[src/rtl/clock_freq_meter_pkg.sv]
// ---------------------------------------------------------------------------
// clock_freq_meter_pkg
// Shared types and constants for the multi-channel frequency/event meter.
//   state_t          : measurement FSM states
//   WINDOW_ID_WIDTH  : width of the published window sequence number
// ---------------------------------------------------------------------------
`timescale 1ns/1ps
package clock_freq_meter_pkg;

  typedef enum logic [1:0] {
    IDLE    = 2'd0,
    MEASURE = 2'd1,
    PUBLISH = 2'd2
  } state_t;

  localparam int WINDOW_ID_WIDTH = 8;

endpackage

[src/rtl/clock_freq_meter_sig_edge_sync.sv]
// ---------------------------------------------------------------------------
// sig_edge_sync
// Brings one asynchronous signal into i_clk through a SYNC_STAGES-deep flop
// chain, then flags a rising edge with one extra delay flop.
//   i_clk  : sampling clock
//   i_rst  : asynchronous active-high reset (clears all flops)
//   i_sig  : asynchronous input
//   o_rise : one-cycle pulse per synchronised rising edge
// Latency from input change to o_rise is SYNC_STAGES cycles; the pulse is
// consumed by the counter on the following edge.
// ---------------------------------------------------------------------------
`timescale 1ns/1ps
module sig_edge_sync #(
  parameter int SYNC_STAGES = 2
) (
  input  logic i_clk,
  input  logic i_rst,
  input  logic i_sig,
  output logic o_rise
);

  logic [SYNC_STAGES-1:0] sync_reg;
  logic                   delay_reg;

  always_ff @(posedge i_clk or posedge i_rst) begin
    if (i_rst) begin
      sync_reg  <= '0;
      delay_reg <= 1'b0;
    end else begin
      sync_reg  <= {sync_reg[SYNC_STAGES-2:0], i_sig};
      delay_reg <= sync_reg[SYNC_STAGES-1];
    end
  end

  assign o_rise = sync_reg[SYNC_STAGES-1] & ~delay_reg;

endmodule

[src/rtl/clock_freq_meter.sv]
// ---------------------------------------------------------------------------
// clock_freq_meter
// Counts synchronised rising edges of NUM_CHANNELS asynchronous inputs over a
// gate window of G i_clk cycles and publishes saturating per-channel counts.
//   i_clk, i_rst    : clock, asynchronous active-high reset
//   i_sig           : measured asynchronous signals
//   i_gate_cycles   : window length G (sampled on start and on each rearm)
//   i_start         : begin a measurement (honoured only in IDLE, G != 0)
//   i_continuous    : rearm automatically after each published window
//   i_abort         : drop the current window and return to IDLE
//   o_busy          : high while measuring
//   o_valid         : one-cycle pulse when o_counts/o_overflow are new
//   o_counts        : channel n at [n*COUNTER_WIDTH +: COUNTER_WIDTH]
//   o_overflow      : channel saturated during the published window
//   o_window_id     : increments with each o_valid, wraps
// ---------------------------------------------------------------------------
`timescale 1ns/1ps
module clock_freq_meter
  import clock_freq_meter_pkg::*;
#(
  parameter int NUM_CHANNELS  = 4,
  parameter int COUNTER_WIDTH = 32,
  parameter int GATE_WIDTH    = 32,
  parameter int SYNC_STAGES   = 2
) (
  input  logic                                  i_clk,
  input  logic                                  i_rst,
  input  logic [NUM_CHANNELS-1:0]               i_sig,
  input  logic [GATE_WIDTH-1:0]                 i_gate_cycles,
  input  logic                                  i_start,
  input  logic                                  i_continuous,
  input  logic                                  i_abort,
  output logic                                  o_busy,
  output logic                                  o_valid,
  output logic [NUM_CHANNELS*COUNTER_WIDTH-1:0] o_counts,
  output logic [NUM_CHANNELS-1:0]               o_overflow,
  output logic [WINDOW_ID_WIDTH-1:0]            o_window_id
);

  state_t                     state_reg, state_next;
  logic [GATE_WIDTH-1:0]      gate_cnt_reg, gate_cnt_next;
  logic [WINDOW_ID_WIDTH-1:0] window_id_reg;
  logic [NUM_CHANNELS-1:0]    rise;

  // Control strobes from the FSM to the per-channel datapath.
  logic win_load;   // start a fresh window (from IDLE or on rearm)
  logic rearm;      // window load happening in the PUBLISH cycle
  logic accum;      // counters accumulate edges this cycle
  logic latch_out;  // final cycle of a window: copy results to outputs

  // -------------------------------------------------------------------------
  // FSM
  // -------------------------------------------------------------------------
  always_ff @(posedge i_clk or posedge i_rst) begin
    if (i_rst) begin
      state_reg    <= IDLE;
      gate_cnt_reg <= '0;
    end else begin
      state_reg    <= state_next;
      gate_cnt_reg <= gate_cnt_next;
    end
  end

  always_comb begin
    state_next    = state_reg;
    gate_cnt_next = gate_cnt_reg;
    win_load      = 1'b0;
    rearm         = 1'b0;
    latch_out     = 1'b0;
    if (i_abort) begin
      // Abort wins over start, rearm and window end alike.
      state_next = IDLE;
    end else begin
      case (state_reg)
        IDLE: begin
          if (i_start && (i_gate_cycles != '0)) begin
            state_next    = MEASURE;
            gate_cnt_next = i_gate_cycles;
            win_load      = 1'b1;
          end
        end
        MEASURE: begin
          gate_cnt_next = gate_cnt_reg - GATE_WIDTH'(1);
          if (gate_cnt_reg == GATE_WIDTH'(1)) begin
            latch_out  = 1'b1;
            state_next = PUBLISH;
          end
        end
        PUBLISH: begin
          // A zero length at rearm would never terminate, so it ends the run.
          if (i_continuous && (i_gate_cycles != '0)) begin
            state_next    = MEASURE;
            gate_cnt_next = i_gate_cycles;
            win_load      = 1'b1;
            rearm         = 1'b1;
          end else begin
            state_next = IDLE;
          end
        end
        default: state_next = IDLE;
      endcase
    end
  end

  assign accum   = (state_reg == MEASURE);
  assign o_busy  = (state_reg == MEASURE);
  assign o_valid = (state_reg == PUBLISH);

  always_ff @(posedge i_clk or posedge i_rst) begin
    if (i_rst) begin
      window_id_reg <= '0;
    end else if (latch_out) begin
      window_id_reg <= window_id_reg + WINDOW_ID_WIDTH'(1);
    end
  end

  assign o_window_id = window_id_reg;

  // -------------------------------------------------------------------------
  // Per-channel synchroniser, saturating counter and output register
  // -------------------------------------------------------------------------
  generate
    for (genvar gi = 0; gi < NUM_CHANNELS; gi++) begin : g_chan
      logic [COUNTER_WIDTH-1:0] cnt_reg;
      logic                     ovf_reg;
      logic [COUNTER_WIDTH-1:0] cnt_out_reg;
      logic                     ovf_out_reg;
      logic                     at_max;
      logic [COUNTER_WIDTH-1:0] cnt_inc;
      logic                     ovf_inc;

      sig_edge_sync #(
        .SYNC_STAGES(SYNC_STAGES)
      ) u_sync (
        .i_clk (i_clk),
        .i_rst (i_rst),
        .i_sig (i_sig[gi]),
        .o_rise(rise[gi])
      );

      // Count including this cycle's edge; an edge arriving at all-ones is
      // the one that is lost, so that is what marks overflow.
      assign at_max  = &cnt_reg;
      assign cnt_inc = (rise[gi] && !at_max) ? cnt_reg + COUNTER_WIDTH'(1) : cnt_reg;
      assign ovf_inc = ovf_reg | (rise[gi] & at_max);

      always_ff @(posedge i_clk or posedge i_rst) begin
        if (i_rst) begin
          cnt_reg <= '0;
          ovf_reg <= 1'b0;
        end else if (win_load) begin
          // On rearm the PUBLISH-cycle edge belongs to the new window.
          cnt_reg <= COUNTER_WIDTH'(rise[gi] & rearm);
          ovf_reg <= 1'b0;
        end else if (accum) begin
          cnt_reg <= cnt_inc;
          ovf_reg <= ovf_inc;
        end
      end

      always_ff @(posedge i_clk or posedge i_rst) begin
        if (i_rst) begin
          cnt_out_reg <= '0;
          ovf_out_reg <= 1'b0;
        end else if (latch_out) begin
          cnt_out_reg <= cnt_inc;
          ovf_out_reg <= ovf_inc;
        end
      end

      assign o_counts[gi*COUNTER_WIDTH +: COUNTER_WIDTH] = cnt_out_reg;
      assign o_overflow[gi]                              = ovf_out_reg;
    end
  endgenerate

endmodule

[config.mk]
export PLATFORM = sky130hd
export DESIGN_NAME = clock_freq_meter
export DESIGN_NICKNAME = d
export VERILOG_FILES = /design/src/rtl/clock_freq_meter_pkg.sv /design/src/rtl/clock_freq_meter_sig_edge_sync.sv /design/src/rtl/clock_freq_meter.sv
export SDC_FILE = /design/constraint.sdc
export NUM_CORES = 1
export LEC_CHECK = 0
export CAP_MARGIN = 20
export CORE_UTILIZATION = 36
export CTS_BUF_LIST = sky130_fd_sc_hd__clkbuf_4 sky130_fd_sc_hd__clkbuf_8 sky130_fd_sc_hd__clkbuf_16
export DETAILED_ROUTE_END_ITERATION = 10
export PLACE_DENSITY = 0.56
export SLEW_MARGIN = 40
export SYNTH_ARGS = -nofsm -noshare
export SYNTH_HDL_FRONTEND = slang
export SYNTH_SLANG_ARGS = --single-unit
[constraint.sdc]
create_clock -name i_clk -period 21.6 [get_ports i_clk]
set_input_delay 6.48 -clock i_clk [delete_from_list [all_inputs] [get_ports i_clk]]
set_output_delay 6.48 -clock i_clk [all_outputs]
set_load 0.01 [all_outputs]
Yosys cells after proc, flatten, opt, wreduce, memory -nomap -nowiden
Cells that the tools add are included.

Add/subtract/negate cells: 6. Equality and inequality tests: 7. Mux-type cells: 37. Bitwise logic cells: 21. Reductions and logical operators: 20.

Operators by type and width (count): two-way mux 32 bit (14); adder 32 x 1 -> 32 bit, second input constant (4); AND reduction 32 bit (4); case mux 32 bit (3 select lines) (1); equality test 32 x 1 -> 1 bit, second input constant (1); nonzero test 32 bit (1); subtractor 32 x 1 -> 32 bit, second input constant (1); two-way mux 1 bit (17); AND 1 bit (12); adder 8 x 1 -> 8 bit, second input constant (1); logical AND 1 bit (6); two-way mux 2 bit (3); case mux 2 bit (3 select lines) (1); NOT 1 bit (5); logical NOT 1 bit (4); bitwise OR 1 bit (4); AND reduction 4 bit (1); inequality test 3 x 2 -> 1 bit, second input constant (1); inequality test 3 bit, second input constant (1); nonzero test 3 bit (1); equality test 2 x 1 -> 1 bit, second input constant (1); equality test 2 bit, second input constant (1); logical NOT 2 bit (1); inequality test 2 x 1 -> 1 bit, second input constant (1); 4 further kinds (4).

Register bits after elaboration: 318. Input bits: 41. Output and inout port bits: 142. Logic and storage cells: 118.

Longest topological paths before layout
Depth after elaboration: 7. Mapped depth: 9.

Cells and area by module
From an unflattened synthesis, not the netlist that was laid out.

Cells, all modules: 1899. Area total of the unflattened synthesis: 16796.1 um^2.

By module, submodules not included: clock_freq_meter (times used 1, cells an instance 1879, area each 16425.8 um^2); sig_edge_sync (times used 4, cells an instance 5, area each 92.6 um^2).

Worst setup path after synthesis
Ideal clock, no wire load.

Kind: input to register. Start point: input i_gate_cycles[13]. End point: register g_chan[2].cnt_reg[14]. Library setup time: 0.085 ns. Arrival time: 8.097 ns. Data required time: 21.515 ns. Slack: 13.419 ns. Stages: 8. Cells stage by stage: nor4_1 nand4_1 o211a_1 clkbuf_1 nor2_1 clkbuf_1 a21oi_1 o22ai_1.

Longest elaborated chain between the ends: 6.

Ends and longest elaborated chain: start, declared (line clock_freq_meter.sv:29) `input logic [GATE_WIDTH-1:0] i_gate_cycles,`; nonzero test 32 bit * (line clock_freq_meter.sv:76, clock_freq_meter.sv:91); logical AND 1 bit (on tied branches) (line clock_freq_meter.sv:91, clock_freq_meter.sv:76); two-way mux 1 bit (on tied branches) (line clock_freq_meter.sv:91, clock_freq_meter.sv:76); case mux 1 bit (2 select lines) * (line clock_freq_meter.sv:74) `case (state_reg)`; two-way mux 1 bit * (line clock_freq_meter.sv:70) `if (i_abort) begin`; two-way mux 32 bit / nonzero test 2 bit (equally long branches); end signal, assigned (line clock_freq_meter.sv:153) `cnt_reg <= COUNTER_WIDTH'(rise[gi] & rearm);`; end signal, assigned (line clock_freq_meter.sv:156) `cnt_reg <= cnt_inc;`; end, declared (line clock_freq_meter.sv:124) `logic [COUNTER_WIDTH-1:0] cnt_reg;`.

Every way passes the cells marked *; elsewhere a longest branch is shown, timed or not. A chain may end at the register's enable or synchronous reset.

Worst setup path after layout
Start point: register state_reg[1]. End point: output o_busy.

Longest elaborated chain between the ends: 1.

Ends and longest elaborated chain: start, declared (line clock_freq_meter.sv:40) `state_t state_reg, state_next;`; start signal, assigned (line clock_freq_meter.sv:59) `state_reg <= state_next;`; equality test 2 x 1 -> 1 bit (line clock_freq_meter.sv:106) `assign o_busy = (state_reg == MEASURE);`; end, declared (line clock_freq_meter.sv:33) `output logic o_busy,`.

Every way passes these cells.

==> metrics.yaml <==
power_and_ir_drop:
  total_leakage_power_nw: 8.034
  p_sw_share_pct: 27.59
  p_int_w: 0.001104
  p_seq_share_pct: 45.3
  ir_worst_vdd_mv: 0.04877
  power_w: 0.001525
  combPwrFrac_pct: 11.6
  power.switching_w: 0.0004207
  clockPowerShare_pct: 43.1
  p_per_area_nw_per_um2: 75.31
clock_network:
  cts_tree: "built"
  post_cts_resized: 0
  cts_buffers: 37
  clk_latency_ps: 550
  cts_setup_buffers: 0
  root_buffer: "clkbuf_16"
  cts-htree-levels: 2
  ctsHoldBuffers: 0
  cts_buffer_depth: 3
  cts.sinks: 318
  clk_pin_slew_ps: 60
worst_setup_path:
  setup.worst_path.start: "state_reg[1]"
  cp_slowest_cell: "clkdlybuf4s50_1"
  path_cells: "nand2b_4, inv_6, clkdlybuf4s50_1"
  cpLargestDelayFamily: "buffers and inverters"
  end_kind: "output pin"
  cp.arrival_ps: 2770
  critPathBufInv: 2
  crit_required_ps: 15120
  timing.rr.start: "state_reg[1]"
  crit_fanout: 62
  slowest_delay_ps: 640
  start_kind: "flop"
  worst-setup-path-type: "reg2out"
  r2r_slack_ps: 17670
floorplan:
  die_w_um: 216.6
  die_height_um: 216.6
  row_count: 78
  boundaryPins: 183
  coreArea_um2: 45380
  start_util_pct: 36.52
  die_area_um2: 46900
timing:
  fin_setup_tns_ps: 0
  fin_worst_skew_ps: 16.89
  holdWs_ps: 350.8
  fmax_mhz: 108.1
  slew_viol_final: 0
  hold_violations: 0
  slew_headroom_pct: 45.55
  finalCriticalPeriod_ps: 9247
  worstMarginPinSlew_ps: 810.4
  setup_viol: 0
  fin_crit_sh_pct: 42.81
  grt_setup_unrepaired: "false"
synthesis:
  synth_edf_count: 0
  muxShareOfSynthArea_pct: 0.3699
  synth.net_count: 1910
  synth-seq-cells: 318
  synth_most_common_cell: "dfrtp_1"
  synth_top_family_by_area: "simple AND/OR/NAND/NOR gates"
  yosysTopAreaCellShare_pct: 48.01
  synth_top_cells_by_area: "dfrtp_1, o21ai_0, nand2_1, xnor2_1, a21oi_1"
  synth_compound_area_share_pct: 19.57
  yosys_warnings: 0
  synthAdderAreaFrac_pct: 0.5284
  synth_largest_area_cell: "dfrtp_1"
  ys_top_cells_by_count: "dfrtp_1, nand2_1, o21ai_0, clkbuf_1, nor2_1"
  synth_xor_area_share_pct: 6.658
  ys_seq_area_share_pct: 48.01
  ys.flop_type: "dfrtp_1"
  async_reset_ff_share_pct: 100.0
  syn_avg_cell_area_um2: 8.902
  post_synth_num_cell_types: 63
  synth_area_um2: 16570
  post_synth_inst_count: 1862
  yosys.area_share.simple_pct: 20.89
routing:
  via_per_inst: 5.497
  avgRoutedWirePerCell_um: 17.34
  dr.pass1.iters: 5
  route.vias.total: 14319
  antenna_left: 0
  drc_errors: 0
  drt_first_iter_violations: 1022
  wl_um: 45180
final_layout:
  finalNetCount: 2025
  num-fill-cells: 4470
  instances_no_fill: 2605
  num_antenna_cells: 0
  drive_gt1_share_pct: 5.586
  area_delta_synth_final_pct: 22.15
global_route:
  track_usage_pct: 19.38
  antenna_found_initial: 0
  grt_first_pass_wirelength_um: 74010
  grt.overflow.total: 0
  first_global_vias: 13687
  grt_max_degree: 147
placement:
  dpl.hpwl_um: 29970
  numPortBuffers: 182
  finalWeightedCongestion: 0.8389
  placed_cells: 2537
run:
  max-cap-violations: 0
worst_hold_path:
  hold_path_class: "reg2reg"
  min_from: "g_chan[1].u_sync.sync_reg[0]"
status:
  status: "complete, no violations"
[power by group through the flow]
stage,clock network [W],registers (W),logic (W)
floorplan,0,0.000677,0.000139
global placement,0,0.000697,0.000173
detailed placement,0,0.000699,0.000176
CTS,0.000674,0.000689,0.000177
global route,0.000699,0.000697,0.000200
finish,0.000658,0.000690,0.000177
[area by class of cell]
type	count	area (um^2)	share of cell area, %
clock buffers	57	1180	5.828
clock inverters	10	103.9	0.5129
inverters	41	171.4	0.8467
multi-input cells	1377	8014	39.58
flip-flops and latches	318	7958	39.31
well taps	600	750.7	3.708
repair buffers	202	2068	10.22
[worst paths after layout]
path                                                 to  depth (start not counted)
max                                              o_busy                          3
min                        g_chan[1].u_sync.sync_reg[1]                          0
max reg2reg                            gate_cnt_reg[24]                          8
min reg2reg                g_chan[1].u_sync.sync_reg[1]                          0
max in group asynchronous              gate_cnt_reg[27]                          4
min in group asynchronous     g_chan[3].cnt_out_reg[16]                          2
[stage by stage]
stage / utilization [%] / cell area (um^2) / setup slack (ps)
after floorplan: - / 16570 / 6320
after global placement: 41.50 / 18830 / 12100
after detailed placement: 41.66 / 18910 / 11960
after CTS: 44.49 / 20190 / 12300
after global routing: 44.61 / 20250 / 12160
final: 44.61 / 20250 / 12350
[metal layers]
metal | up-vias | wire length, um | share of wire [%] | track usage (%)
met5 | - | 0 | 0 | 0
met4 | 0 | 743 | 1.6 | 4.812
met3 | 51 | 2702 | 6.0 | 4.070
met2 | 352 | 19860 | 44 | 29.10
met1 | 6954 | 21870 | 48 | 28.26
li1 | 6962 | - | - | -
[placed cells by master (no fill, tap or decap), types with 13 or more instances in the layout]
master           instances
nand3_1                 69
nor3_1                  47
clkdlybuf4s50_1        182
or3_1                   17
nor2_1                  95
clkbuf_16               39
inv_1                   39
a31oi_1                 64
nand2b_1                17
o21ai_0                228
xnor2_1                 83
xor2_1                  43
and2_1                  17
nor4_1                  30
nand4_1                 57
a21oi_1                 93
and4_1                  18
o31ai_1                 23
and3_1                  27
a22o_1                  16
nand2_1                261
o22ai_1                 29
a21o_1                  13
dfrtp_1                318
[worst register-to-register path, delay by kind of cell, from the launching register on]
kind            cells  cell delay (ps)
flops               1              440
simple gates        5             2100
compound gates      1              160
buf+inv             2             1160
[kinds of logic (layout without fill, tap and decap cells)]
group,after synthesis,in the layout
AOI/OAI and AO/OA,541,541
xor gates and xnor gates,126,126
adders and majority gates,7,7
buffers and inverters,167,310
DFF,318,318
muxes,6,6
and+or+nand+nor,697,697
No activity file was read; power rests on OpenSTA's default activity.
